[src/rtl/lvda_timing_gen.sv]
// LVDA master timing generator: four non-overlapping phase drives, bit-time index, word-end strobe.
// Optional single-step mode: define TIMING_SINGLE_STEP_EN to add the STEP input.
module lvda_timing_gen #(
  parameter int unsigned DIV       = 4,
  parameter int unsigned PULSE_W   = 2,
  parameter int unsigned BIT_COUNT = 14
) (
  input  logic       SIM_CLK,
  input  logic       SIM_RST,
  input  logic       RUN,
`ifdef TIMING_SINGLE_STEP_EN
  input  logic       STEP,
`endif
  output logic       WDA,
  output logic       XDA,
  output logic       YDA,
  output logic       ZDA,
  output logic [3:0] BT,
  output logic       WORD_END,
  output logic       STOPPED
);

  localparam int unsigned SW = (DIV > 1) ? $clog2(DIV) : 1;
  localparam logic [3:0] BIT_LAST = 4'(BIT_COUNT - 1);

  typedef enum logic [1:0] {StIdle, StRun, StDrain, StStep} state_e;

  state_e         state_q, state_d;
  logic [SW-1:0]  slot_q, slot_d;
  logic [1:0]     phase_q, phase_d;
  logic [3:0]     bit_q, bit_d;
  logic [3:0]     drv_q, drv_c;
  logic [3:0]     bt_q;
  logic           word_end_q, word_end_c;
  logic           stopped_q;
  logic           slot_last, bit_end, step_req;

  assign slot_last = (slot_q == SW'(DIV - 1));
  assign bit_end   = slot_last && (phase_q == 2'd3);

`ifdef TIMING_SINGLE_STEP_EN
  assign step_req = STEP && !RUN;
`else
  assign step_req = 1'b0;
`endif

  // State register
  always_ff @(posedge SIM_CLK or negedge SIM_RST) begin
    if (!SIM_RST) begin
      state_q <= StIdle;
    end else begin
      state_q <= state_d;
    end
  end

  // Next-state logic; stopping is only allowed once the current word has completed
  always_comb begin
    state_d = state_q;
    case (state_q)
      StIdle: begin
        if (RUN) begin
          state_d = StRun;
        end else if (step_req) begin
          state_d = StStep;
        end
      end
      StRun: begin
        if (!RUN) begin
          state_d = word_end_c ? StIdle : StDrain;
        end
      end
      StDrain: begin
        if (RUN) begin
          state_d = StRun;
        end else if (word_end_c) begin
          state_d = StIdle;
        end
      end
      StStep: begin
        if (bit_end) begin
          state_d = StIdle;
        end
      end
      default: state_d = StIdle;
    endcase
  end

  // Output decode, registered below
  always_comb begin
    drv_c      = 4'b0000;
    word_end_c = 1'b0;
    if (state_q != StIdle) begin
      if (slot_q < SW'(PULSE_W)) begin
        drv_c = 4'b1000 >> phase_q;
      end
      word_end_c = bit_end && (bit_q == BIT_LAST);
    end
  end

  // Slot / phase / bit counters
  always_comb begin
    slot_d  = slot_q;
    phase_d = phase_q;
    bit_d   = bit_q;
    if (state_q == StIdle) begin
      slot_d  = '0;
      phase_d = 2'd0;
`ifndef TIMING_SINGLE_STEP_EN
      bit_d   = 4'd0;
`endif
    end else if (slot_last) begin
      slot_d  = '0;
      phase_d = phase_q + 2'd1;
      if (phase_q == 2'd3) begin
        bit_d = (bit_q == BIT_LAST) ? 4'd0 : bit_q + 4'd1;
      end
    end else begin
      slot_d = slot_q + SW'(1);
    end
  end

  always_ff @(posedge SIM_CLK or negedge SIM_RST) begin
    if (!SIM_RST) begin
      slot_q     <= '0;
      phase_q    <= 2'd0;
      bit_q      <= 4'd0;
      drv_q      <= 4'b0000;
      bt_q       <= 4'd0;
      word_end_q <= 1'b0;
      stopped_q  <= 1'b1;
    end else begin
      slot_q     <= slot_d;
      phase_q    <= phase_d;
      bit_q      <= bit_d;
      drv_q      <= drv_c;
      bt_q       <= bit_q;
      word_end_q <= word_end_c;
      stopped_q  <= (state_q == StIdle);
    end
  end

  assign WDA      = drv_q[3];
  assign XDA      = drv_q[2];
  assign YDA      = drv_q[1];
  assign ZDA      = drv_q[0];
  assign BT       = bt_q;
  assign WORD_END = word_end_q;
  assign STOPPED  = stopped_q;

endmodule

[config.mk]
export PLATFORM = sky130hd
export DESIGN_NAME = lvda_timing_gen
export DESIGN_NICKNAME = d
export VERILOG_FILES = /design/src/rtl/lvda_timing_gen.sv
export SDC_FILE = /design/constraint.sdc
export NUM_CORES = 1
export LEC_CHECK = 0
export CAP_MARGIN = 20
export CELL_PAD_IN_SITES_DETAIL_PLACEMENT = 0
export CELL_PAD_IN_SITES_GLOBAL_PLACEMENT = 2
export CORE_ASPECT_RATIO = 1.4
export CORE_MARGIN = 3
export CORE_UTILIZATION = 36
export DETAILED_ROUTE_END_ITERATION = 6
export PLACE_DENSITY = 0.76
export SETUP_SLACK_MARGIN = 0.4
export SYNTH_ARGS = -nofsm -noshare
export SYNTH_HDL_FRONTEND = slang
export SYNTH_SLANG_ARGS = --single-unit
[constraint.sdc]
create_clock -name SIM_CLK -period 3.7 [get_ports SIM_CLK]
set_clock_uncertainty 0.05 [all_clocks]
set_input_delay 0.555 -clock SIM_CLK [delete_from_list [all_inputs] [get_ports SIM_CLK]]
set_output_delay 0.555 -clock SIM_CLK [all_outputs]
set_load 0.01 [all_outputs]
==> results of run 1 <==
==> cell usage after synthesis <==
| master | n |
|---|---|
| nand4b_1 | 1 |
| nand2_4 | 1 |
| nor3b_1 | 4 |
| inv_1 | 4 |
| a31oi_1 | 1 |
| ha_1 | 7 |
| buf_6 | 1 |
| and3_1 | 1 |
| a21oi_1 | 5 |
| a31oi_2 | 1 |
| xnor2_1 | 1 |
| buf_2 | 1 |
| nor2b_1 | 1 |
| nand2_1 | 4 |
| nor2_1 | 4 |
| or3_1 | 3 |
| mux2i_1 | 1 |
| dfrtp_1 | 19 |
| o21a_1 | 1 |
| o21ai_0 | 1 |
| maj3_1 | 1 |
| nor3_1 | 2 |
| dfstp_2 | 1 |
| nand3_1 | 3 |
==> routing by layer <==
| layer | GRT usage | up-vias | wire, um |
|---|---|---|---|
| li1 | - | 264 | - |
| met1 | 0.113 | 265 | 551 |
| met2 | 0.160 | 11 | 583 |
| met3 | 0.0257 | 2 | 60 |
| met4 | 0.0623 | 0 | 20 |
| met5 | 0 | - | 0 |
==> placed cells by master, fill, tap and decap left out <==
cell	Yosys	routed
nor3b_1	4	4
ha_1	7	7
a31oi_2	1	1
dfrtp_1	19	19
mux2i_1	1	1
inv_1	4	4
nor2b_1	1	1
clkbuf_8	0	1
nand2_4	1	1
nand2_1	4	4
nor2_1	4	4
xnor2_1	1	1
nand4b_1	1	1
a31oi_1	1	1
dfstp_2	1	1
clkbuf_4	0	3
nand3_1	3	3
a21oi_1	5	5
clkdlybuf4s50_1	0	12
o21a_1	1	1
maj3_1	1	1
nor3_1	2	2
or3_1	3	3
and3_1	1	1
o21ai_0	1	1
==> area by class of cell <==
| class | instances | area, um2 |
|---|---|---|
| Fill cell | 223 | 1190 |
| Timing Repair Buffer | 12 | 120 |
| Clock buffer | 4 | 36.3 |
| Sequential cell | 20 | 502 |
| Multi-Input combinational cell | 43 | 309 |
| Tap cell | 22 | 27.5 |
| Inverter | 4 | 15.0 |
==> cell families after synthesis <==
family	after synthesis
xor+xnor	1
buf+inv	6
simple gates	24
fa+ha+maj	8
flops	20
mux	1
compound gates	9
==> power by group <==
group / switching, W / internal [W]
Clock: 0.0000578 / 0.0000598
Combinational: 0.000120 / 0.000135
Sequential: 0.0000586 / 0.000296
Total: 0.000236 / 0.000490
==> how the worst min path moves through the flow <==
stage,from,endpoint,slack [ns]
final,slot_q[0],slot_q[0],0.39
after global routing,slot_q[0],slot_q[0],0.43
after CTS,slot_q[0],slot_q[0],0.40
after detailed placement,slot_q[0],slot_q[0],0.39
after global placement,slot_q[0],slot_q[0],0.38
after floorplan,SIM_RST,BT[0],0.21
==> metrics by stage <==
| stage | hold WS (ns) | util | power, W | instances | setup WS (ns) |
|---|---|---|---|---|---|
| final | 0.394 | 0.459 | 0.000726 | 105 | 1.77 |
| after global placement | 0.376 | 0.442 | 0.000611 | 101 | 2.02 |
| after global routing | 0.427 | 0.459 | 0.000788 | 105 | 1.72 |
| after detailed placement | 0.388 | 0.442 | 0.000617 | 101 | 2.01 |
| after CTS | 0.403 | 0.459 | 0.000741 | 105 | 1.76 |
| after floorplan | 0.209 | - | 0.000525 | 69 | 2.30 |
==> flip-flops by register name, indices dropped and copies added, names as in the netlist <==
signal	flops
BT	4
bit_q	4
drv_q	4
phase_q	2
slot_q	2
state_q	2
STOPPED	1
WORD_END	1
==> out/qor.txt, run 1 <==
CLOCK NETWORK
-------------------------------------------------------------------------------------------
Clock sink count                                                                         20
Buffers from clock root to sink, at most                                                  2
Root Buffer Master                                                                 clkbuf_4
Post CTS Setup Buffer Count                                                               0
Number of H-tree branching levels                                                         1
Number of cells upsized or downsized after cts                                            0
Number of buffers inserted for hold repair after clock tree synthesis                     0
CTS tree                                                                               done
Number of buffers created by CTS                                                          3
Clock latency at the later pin of the worst-skew pair                               0.28 ns
Clk slew on worst S/H paths                                                         0.10 ns

GLOBAL ROUTE
-------------------------------------------------------------------------------------------
GRT Residual Overflow                                                                     0
Wire length of the first global-routing pass                                        2170 um
Largest net degree at the start of global routing                                        21
Antenna violations before repair                                                          0
Vias in the first global route                                                          528
Overall global routing resource usage                                                 0.100

STA
-------------------------------------------------------------------------------------------
Actual transition at the worst max-transition pin                                  0.939 ns
Setup-failing EPs final                                                                   0
Setup repair after global routing missed its margin                                   false
Final Hold Vio Count                                                                      0
Minimum period implied by the final worst setup slack                               1.93 ns
Headroom to the max-slew limit                                                        0.372
Highest clock frequency the design can meet                                       0.519 GHz
Slew Viols, Final                                                                         0
Portion of the clock cycle consumed by the worst path in the final layout             0.521
Total Negative Setup Slacks                                                            0 ns

SYNTHESIS
-------------------------------------------------------------------------------------------
Syn Area/Cell                                                                      12.2 um2
Mapped Area                                                                         842 um2
Fraction of the mapped netlist area in adder cells                                    0.116
Multiplexer fraction of the synthesized cell area                                    0.0119
Part of the Yosys area used for sequential elements                                   0.596
Xor/xnor share of the synthesized area                                               0.0104
Share of the synthesized area in compound gates (AO/OA/AOI/OAI)                      0.0669
Simple-gate area share of the yosys netlist                                           0.162
Largest area contributor in the synthesized netlist                                 dfrtp_1
Post-synthesis cell count                                                                69
Flop and latch count out of synthesis                                                    20
Syn. warnings                                                                             0
Synth cell types                                                                         24
Largest family of logic cells by synthesized area                              simple AND/OR/NAND/NOR gates
Cells taking the most area after synthesis                                     dfrtp_1 56%, ha_1 10%, nor3b_1 3.6%
Number of nets produced by synthesis                                                     79
Area fraction of the dominant cell type after synthesis                               0.565

CELLS AND AREA
-------------------------------------------------------------------------------------------
Number of nets at the end of the flow                                                    94
Finished Cell Area                                                                 1010 um2
Area growth from synthesis to final layout                                            19.9%
Number of antenna cells inserted                                                          0
Share of cells above drive strength 1                                                0.0843

ROUTE
-------------------------------------------------------------------------------------------
Antenna-violating nets left                                                               0
1st-pass router iterations                                                                4
Post-DR vias/cell                                                                      5.16
DRC                                                                                       0
Number of design-rule violations left by the first detailed-router iteration             14
Count of vias placed by the detailed router                                             542
Routed WL per cell                                                                  11.6 um
Wire length reported by the detailed router                                         1220 um

FLOORPLANNING
-------------------------------------------------------------------------------------------
Count of boundary I/O pins                                                               13
Die area                                                                           2960 um2
Placeable core area                                                                2200 um2
Effective utilization at floorplan                                                    0.382
Die height                                                                          63.2 um
Std-Cell Rows                                                                            20
Die boundary width                                                                  46.9 um

WORST SETUP PATH
-------------------------------------------------------------------------------------------
Crit end category                                                               output port
Startpoint of the worst setup timing path                                           STOPPED
Maximum net fanout on the critical path                                                   1
Type of the worst setup path                                                   register to output port
CP Buf/Inv Count                                                                          1
Data required time of the worst path                                                3.09 ns
Largest delay contributor family on the critical path                            flip-flops
Cell at the slowest stage of the critical path                                      dfstp_2
Biggest cell delay along the critical path                                          0.52 ns
Cell breakdown of the critical path                                            clkdlybuf4s50_1
Type of element launching the critical path                                        register
CP Data Arrival Time                                                                1.32 ns
Worst flop-to-flop path endpoint                                                   bit_q[3]
Worst r2r src                                                                     slot_q[1]
Stages on worst setup path                                                                1
R2r setup slk                                                                       2.15 ns
Last element of the critical path                                                   STOPPED
Path depth of the worst reg2reg path                                                      4

PWR
-------------------------------------------------------------------------------------------
Leakage power                                                                      0.462 nW
Largest vdd supply drop                                                            0.334 mV
PwrDens                                                                          719 nW/um2

OUTCOME
-------------------------------------------------------------------------------------------
Result of the run                                                                 completed

PLACE
-------------------------------------------------------------------------------------------
Input/output buffers                                                                     12
Final RePlAce weighted congestion                                                     0.679
Placement Cell Area                                                                 973 um2

MIN PATH
-------------------------------------------------------------------------------------------
Number of stages on the worst hold path                                                   1
Hold/Removal Path Class                                                        register to register

FLOW RUN
-------------------------------------------------------------------------------------------
Number of violations of the max-capacitance limit                                         0

Note: power is estimated with default switching activity, not from simulation.
==> run 2: changes to the inputs <==
--- a/config.mk
+++ b/config.mk
@@ -10,9 +10,9 @@
 export CELL_PAD_IN_SITES_GLOBAL_PLACEMENT = 2
 export CORE_ASPECT_RATIO = 1.4
 export CORE_MARGIN = 3
-export CORE_UTILIZATION = 36
+export CORE_UTILIZATION = 30
 export DETAILED_ROUTE_END_ITERATION = 6
-export PLACE_DENSITY = 0.76
+export PLACE_DENSITY = 0.68
 export SETUP_SLACK_MARGIN = 0.4
 export SYNTH_ARGS = -nofsm -noshare
 export SYNTH_HDL_FRONTEND = slang
==> constraint.sdc (replaced) <==
create_clock -name SIM_CLK -period 1.6 [get_ports SIM_CLK]
set_clock_uncertainty 0.05 [all_clocks]
set_input_delay 0.24 -clock SIM_CLK [delete_from_list [all_inputs] [get_ports SIM_CLK]]
set_output_delay 0.24 -clock SIM_CLK [all_outputs]
set_load 0.01 [all_outputs]
==> out/qor.txt, run 2 (synthesis results as in run 1) <==
OUTCOME
-------------------------------------------------------------------------------------------
Result of the run                                                                 completed   unchanged

CLOCK NETWORK
-------------------------------------------------------------------------------------------
Buffers from clock root to sink, at most                                                  2   unchanged
Clock sink count                                                                         20   unchanged
CTS tree                                                                               done   unchanged
Clk slew on worst S/H paths                                                         0.11 ns   was 0.10 ns
Clock latency at the later pin of the worst-skew pair                               0.29 ns   was 0.28 ns
Number of H-tree branching levels                                                         1   unchanged
Number of buffers created by CTS                                                          3   unchanged
Root Buffer Master                                                                 clkbuf_4   unchanged

CELLS AND AREA
-------------------------------------------------------------------------------------------
Number of antenna cells inserted                                                          0   unchanged
Most common library cell in the layout ignoring fill and taps                       dfrtp_1   unchanged
Area growth from synthesis to final layout                                            49.9%   was 19.9%
Most frequent cells in the layout                                              18 x dfrtp_1, 14 x buf_4, 7 x clkbuf_2, 7 x buf_6, 5 x ha_4   was 19 x dfrtp_1, 12 x clkdlybuf4s50_1, 7 x ha_1
Share of cells above drive strength 1                                                 0.490   was 0.0843
Layout fillers                                                                          263   was 223
Number of nets at the end of the flow                                                   115   was 94

PWR
-------------------------------------------------------------------------------------------
Largest vdd supply drop                                                            0.801 mV   was 0.334 mV
Net switching share of the total power                                                0.346   was 0.325
Leakage power                                                                      0.578 nW   was 0.462 nW
Internal power consumption                                                        0.00141 W   was 0.000490 W
NetSw                                                                            0.000744 W   was 0.000236 W
Part of the power in combinational logic                                              0.491   was 0.350
PwrDens                                                                         1700 nW/um2   was 719 nW/um2
Portion of total power attributed to sequential cells                                 0.377   was 0.488
Clock share of power                                                                  0.132   was 0.162

WORST SETUP PATH
-------------------------------------------------------------------------------------------
Type of the worst setup path                                                   register to register   was register to output port
CP Data Arrival Time                                                                1.53 ns   was 1.32 ns
Type of element launching the critical path                                        register   unchanged
Maximum net fanout on the critical path                                                   3   was 1
Data required time of the worst path                                                1.77 ns   was 3.09 ns
Crit end category                                                                  register   was output port

FLOORPLANNING
-------------------------------------------------------------------------------------------
Effective utilization at floorplan                                                    0.319   was 0.382
Placeable core area                                                                2640 um2   was 2200 um2
Die height                                                                          68.7 um   was 63.2 um
Die area                                                                           3490 um2   was 2960 um2
Std-Cell Rows                                                                            22   was 20
Die boundary width                                                                  50.8 um   was 46.9 um
Count of boundary I/O pins                                                               13   unchanged

STA
-------------------------------------------------------------------------------------------
Setup-failing EPs final                                                                   0   unchanged
Setup repair after global routing missed its margin                                    true   was false
Worst path setup slack after routing                                               0.241 ns   was 1.77 ns
Final Hold Vio Count                                                                      0   unchanged
Highest clock frequency the design can meet                                       0.736 GHz
Total Negative Setup Slacks                                                            0 ns   unchanged
Portion of the clock cycle consumed by the worst path in the final layout             0.850
Minimum period implied by the final worst setup slack                               1.36 ns
Headroom to the max-slew limit                                                        0.835   was 0.372
Actual transition at the worst max-transition pin                                  0.248 ns   was 0.939 ns
Slew Viols, Final                                                                         0   unchanged

GLOBAL ROUTE
-------------------------------------------------------------------------------------------
Overall global routing resource usage                                                 0.101   was 0.100
Routing usage on met3                                                                0.0151   was 0.0257
Vias in the first global route                                                          609   was 528
Met1 capacity usage during global routing                                             0.122   was 0.113
Met2 Use GR                                                                           0.176   was 0.160
Largest net degree at the start of global routing                                        21   unchanged
GRT Residual Overflow                                                                     0   unchanged
Global route hottest layer                                                             met2   unchanged
Antenna violations before repair                                                          0   unchanged
Wire length of the first global-routing pass                                        2680 um   was 2170 um

FLOW RUN
-------------------------------------------------------------------------------------------
Number of violations of the max-capacitance limit                                         0   unchanged

ROUTE
-------------------------------------------------------------------------------------------
Routed WL per cell                                                                  11.4 um   was 11.6 um
Post-DR vias/cell                                                                      4.38   was 5.16
1st-pass router iterations                                                                4   unchanged
Wire length reported by the detailed router                                         1600 um   was 1220 um
Antenna-violating nets left                                                               0   unchanged
Number of design-rule violations left by the first detailed-router iteration             17   was 14
DRC                                                                                       0   unchanged
Count of vias placed by the detailed router                                             613   was 542

MIN PATH
-------------------------------------------------------------------------------------------
Hold/Removal Path Class                                                        input pin to async pin   was register to register

PLACE
-------------------------------------------------------------------------------------------
Placement-stage worst setup slack                                                  0.174 ns   was 2.01 ns
Input/output buffers                                                                     12   unchanged
HPWL after detailed placement                                                        960 um
Final RePlAce weighted congestion                                                     0.727   was 0.679

[run 2: changes by cell type in the layout (fill, tap and decap cells not counted), moves of 2 or more]
cell / previous run / this run
clkbuf_2: 0 / 7
clkdlybuf4s50_1: 12 / 2
buf_2: 0 / 2
ha_4: 0 / 5
buf_4: 0 / 14
buf_6: 0 / 7
inv_1: 4 / 2
ha_1: 7 / 1
[run 2: path summary, 6_finish.rpt]
kind	from	cells past startpoint	slack, ns	end
worst max-delay path	bit_q[0]	4	0.24	bit_q[1]
worst max register to register	bit_q[0]	4	0.24	bit_q[1]
worst min-delay path	SIM_RST	2	0.22	slot_q[0]
worst min register to register	bit_q[1]	1	0.48	BT[1]
min in group SIM_CLK	RUN	3	0.45	state_q[0]
max in group asynchronous	SIM_RST	2	1.02	STOPPED
[run 2: per-layer routing]
metal,vias up,share of wire
li1,305,-
met1,297,0.41
met2,9,0.53
met3,2,0.046
met4,0,0.010
met5,-,0
[run 2: area by class of cell]
type / instances / area (um2) / area share
clock buffers: 4 / 36.3 / 0.0287
well taps: 36 / 45.0 / 0.0357
flip-flops and latches: 20 / 503 / 0.398
multi-input cells: 43 / 408 / 0.323
inverters: 4 / 17.5 / 0.0139
repair buffers: 33 / 253 / 0.200
[run 2: worst max-delay path: stages (launching register included)]
cell     delay [ns]
dfrtp_1        0.40
ha_2           0.18
and3_4         0.18
or3_1          0.34
a21oi_1        0.14
[run 2: per-stage QoR]
| step | utilization | std cells | total power [W] | cell area [um2] | hold WS (ns) |
|---|---|---|---|---|---|
| 2_1_floorplan | - | 69 | 0.00122 | 852 | -0.106 |
| 3_3_place_gp | 0.384 | 117 | 0.00146 | 1020 | 0.389 |
| 3_5_place_dp | 0.384 | 117 | 0.00146 | 1020 | 0.388 |
| 4_1_cts | 0.450 | 134 | 0.00197 | 1190 | 0.217 |
| 5_1_grt | 0.478 | 140 | 0.00232 | 1260 | 0.233 |
| 6_report | 0.478 | 140 | 0.00215 | 1260 | 0.216 |
[run 2: power groups by stage]
stage	registers, W	logic, W	clock network (W)
after floorplan	0.000845	0.000377	0
after global placement	0.000825	0.000633	0
after detailed placement	0.000833	0.000631	0
after CTS	0.000807	0.000857	0.000301
after global routing	0.000837	0.00116	0.000322
final	0.000809	0.00106	0.000284
[run 2: repair_timing]
item,CTS,global route
setup buffers,13,6
hold buffers,0,0
resized for setup,30,29
endpoints found under the setup margin,15,18
pin swaps,9,6
==> run 3: changes to the inputs <==
==> constraint.sdc (replaced) <==
create_clock -name SIM_CLK -period 1.1 [get_ports SIM_CLK]
set_clock_uncertainty 0.05 [all_clocks]
set_input_delay 0.165 -clock SIM_CLK [delete_from_list [all_inputs] [get_ports SIM_CLK]]
set_output_delay 0.165 -clock SIM_CLK [all_outputs]
set_load 0.01 [all_outputs]
==> out/qor.txt, run 3 (synthesis results as in run 1) <==
OUTCOME
-------------------------------------------------------------------------------------------
Result of the run                                                              complete, but fails checks   was completed
Failing checks                                                                 setup timing

WORST SETUP PATH
-------------------------------------------------------------------------------------------
Data required time of the worst path                                                1.30 ns   was 1.77 ns
Path depth of the worst reg2reg path                                                      5   was 4
Crit end category                                                                  register   unchanged
Type of element launching the critical path                                        register   unchanged
CP Data Arrival Time                                                                1.55 ns   was 1.53 ns
Type of the worst setup path                                                   register to register   unchanged
Maximum net fanout on the critical path                                                   3   unchanged

PLACE
-------------------------------------------------------------------------------------------
Input/output buffers                                                                     12   unchanged
Final RePlAce weighted congestion                                                     0.769   was 0.727
HPWL after detailed placement                                                       1120 um   was 960 um
Placement Cell Area                                                                1190 um2   was 1020 um2

FLOORPLANNING
-------------------------------------------------------------------------------------------
Count of boundary I/O pins                                                               13   unchanged
Die height                                                                          68.7 um   unchanged
Die area                                                                           3490 um2   unchanged
Placeable core area                                                                2640 um2   unchanged
Die boundary width                                                                  50.8 um   unchanged
Effective utilization at floorplan                                                    0.319   unchanged
Std-Cell Rows                                                                            22   unchanged

FLOW RUN
-------------------------------------------------------------------------------------------
Number of violations of the max-capacitance limit                                         0   unchanged

GLOBAL ROUTE
-------------------------------------------------------------------------------------------
GRT Residual Overflow                                                                     0   unchanged
Vias in the first global route                                                          643   was 609
Largest net degree at the start of global routing                                        21   unchanged
Wire length of the first global-routing pass                                        3020 um   was 2680 um
Antenna violations before repair                                                          0   unchanged
Overall global routing resource usage                                                 0.122   was 0.101

CELLS AND AREA
-------------------------------------------------------------------------------------------
Finished Core Util                                                                    0.553   was 0.478
Area occupied by multi-input gates                                                  475 um2   was 408 um2
Number of antenna cells inserted                                                          0   unchanged
Register cell area after layout                                                     503 um2   unchanged
Finished Cell Area                                                                 1460 um2   was 1260 um2
Number of nets at the end of the flow                                                   123   was 115
Layout fillers                                                                          234   was 263
Area growth from synthesis to final layout                                            73.6%   was 49.9%
Most frequent cells in the layout                                              18 x dfrtp_1, 17 x buf_6, 11 x buf_4   was 18 x dfrtp_1, 14 x buf_4, 7 x clkbuf_2, 7 x buf_6, 5 x ha_4
Most common library cell in the layout ignoring fill and taps                       dfrtp_1   unchanged
Share of cells above drive strength 1                                                 0.634   was 0.490

CLOCK NETWORK
-------------------------------------------------------------------------------------------
Number of buffers created by CTS                                                          3   unchanged
CTS tree                                                                               done   unchanged
Clk slew on worst S/H paths                                                         0.11 ns   about the same
Number of buffers inserted for hold repair after clock tree synthesis                     0   unchanged
Buffers from clock root to sink, at most                                                  2   unchanged
Root Buffer Master                                                                 clkbuf_4   unchanged
Number of H-tree branching levels                                                         1   unchanged
Clock latency at the later pin of the worst-skew pair                               0.30 ns   was 0.29 ns
Clock sink count                                                                         20   unchanged

STA
-------------------------------------------------------------------------------------------
Minimum period implied by the final worst setup slack                               1.36 ns   about the same
Slew Viols, Final                                                                         0   unchanged
Headroom to the max-slew limit                                                        0.877   was 0.835
Highest clock frequency the design can meet                                       0.737 GHz   was 0.736 GHz
Worst hold margin                                                                  0.138 ns   was 0.216 ns
Final Hold Vio Count                                                                      0   unchanged
Actual transition at the worst max-transition pin                                  0.184 ns   was 0.248 ns
Portion of the clock cycle consumed by the worst path in the final layout              1.23   was 0.850
Total Negative Setup Slacks                                                        -1.59 ns   was 0 ns
Setup repair after global routing missed its margin                                    true   unchanged
Worst path setup slack after routing                                              -0.257 ns   was 0.241 ns
Setup-failing EPs final                                                                  12   was 0

PWR
-------------------------------------------------------------------------------------------
Net switching share of the total power                                                0.349   was 0.346
Largest vdd supply drop                                                             1.14 mV   was 0.801 mV
Portion of total power attributed to sequential cells                                 0.324   was 0.377
Leakage power                                                                      0.659 nW   was 0.578 nW
Clock share of power                                                                  0.119   was 0.132
PwrDens                                                                         2500 nW/um2   was 1700 nW/um2
NetSw                                                                             0.00128 W   was 0.000744 W
Internal power consumption                                                        0.00238 W   was 0.00141 W
Part of the power in combinational logic                                              0.556   was 0.491

ROUTE
-------------------------------------------------------------------------------------------
Routed WL per cell                                                                  12.8 um   was 11.4 um
Detailed route wirelength on metal3                                                   68 um   was 74 um
Met1 WL                                                                              752 um   was 657 um
Antenna-violating nets left                                                               0   unchanged
Post-DR vias/cell                                                                      4.51   was 4.38
Length of routed met2 wiring                                                        1020 um   was 849 um
Max layer used                                                                         met4   unchanged
Wire length reported by the detailed router                                         1890 um   was 1600 um
1st-pass router iterations                                                                2   was 4
Number of design-rule violations left by the first detailed-router iteration              5   was 17
Count of vias placed by the detailed router                                             668   was 613
DRC                                                                                       0   unchanged

MIN PATH
-------------------------------------------------------------------------------------------
Hold/Removal Path Class                                                        input pin to async pin   unchanged

## run 3: cell count changes in the layout (fill, tap and decap cells not counted), sizes merged
cell    delta
buf       +15
clkbuf     -7
## run 3: worst paths after layout
path | from | to | slack (ns)
max | bit_q[1] | bit_q[1] | -0.26
min | SIM_RST | BT[1] | 0.14
max reg2reg | bit_q[1] | bit_q[1] | -0.26
min reg2reg | bit_q[3] | BT[3] | 0.46
max in group asynchronous | SIM_RST | STOPPED | 0.65
min in group SIM_CLK | RUN | state_q[0] | 0.36
## run 3: worst max-delay path, stage by stage, from the launching register on
cell and delay (ns):
dfrtp_1 0.37, inv_1 0.05, ha_2 0.18, and3_4 0.18, or3_4 0.36, a21oi_2 0.11
## run 3: per-layer routing
layer | vias to the layer above | track usage
met5 | - | 0
met4 | 0 | 0.0909
met3 | 4 | 0.0237
met2 | 11 | 0.201
met1 | 330 | 0.141
li1 | 323 | -
## run 3: per-stage QoR
step	total power, W	setup slack, ns	cells
6_report	0.00366	-0.257	148
5_1_grt	0.00395	-0.315	148
4_1_cts	0.00341	-0.262	146
3_5_place_dp	0.00251	-0.233	135
3_3_place_gp	0.00248	-0.191	135
2_1_floorplan	0.00183	-0.241	69
## run 3: what timing repair did
action / 4_1_cts / 5_1_grt
endpoints found under the setup margin: 28 / 29
gates cloned: 0 / 0
setup buffers: 7 / 2
gates resized for setup: 69 / 18
pin swaps: 4 / 7
## run 3: layout make-up
type                            instances  share of cell area
Sequential cell                        20               0.344
Timing Repair Buffer                   41               0.259
Multi-Input combinational cell         43               0.325
Tap cell                               36              0.0308
Clock buffer                            4              0.0248
Inverter                                4              0.0154
## run 3: power by group through the flow
stage | registers (W) | clock network (W) | logic, W
detailed placement | 0.00116 | 0 | 0.00135
finish | 0.00119 | 0.000437 | 0.00204
floorplan | 0.00125 | 0 | 0.000577
CTS | 0.00116 | 0.000456 | 0.00179
global placement | 0.00115 | 0 | 0.00133
global route | 0.00122 | 0.000498 | 0.00223
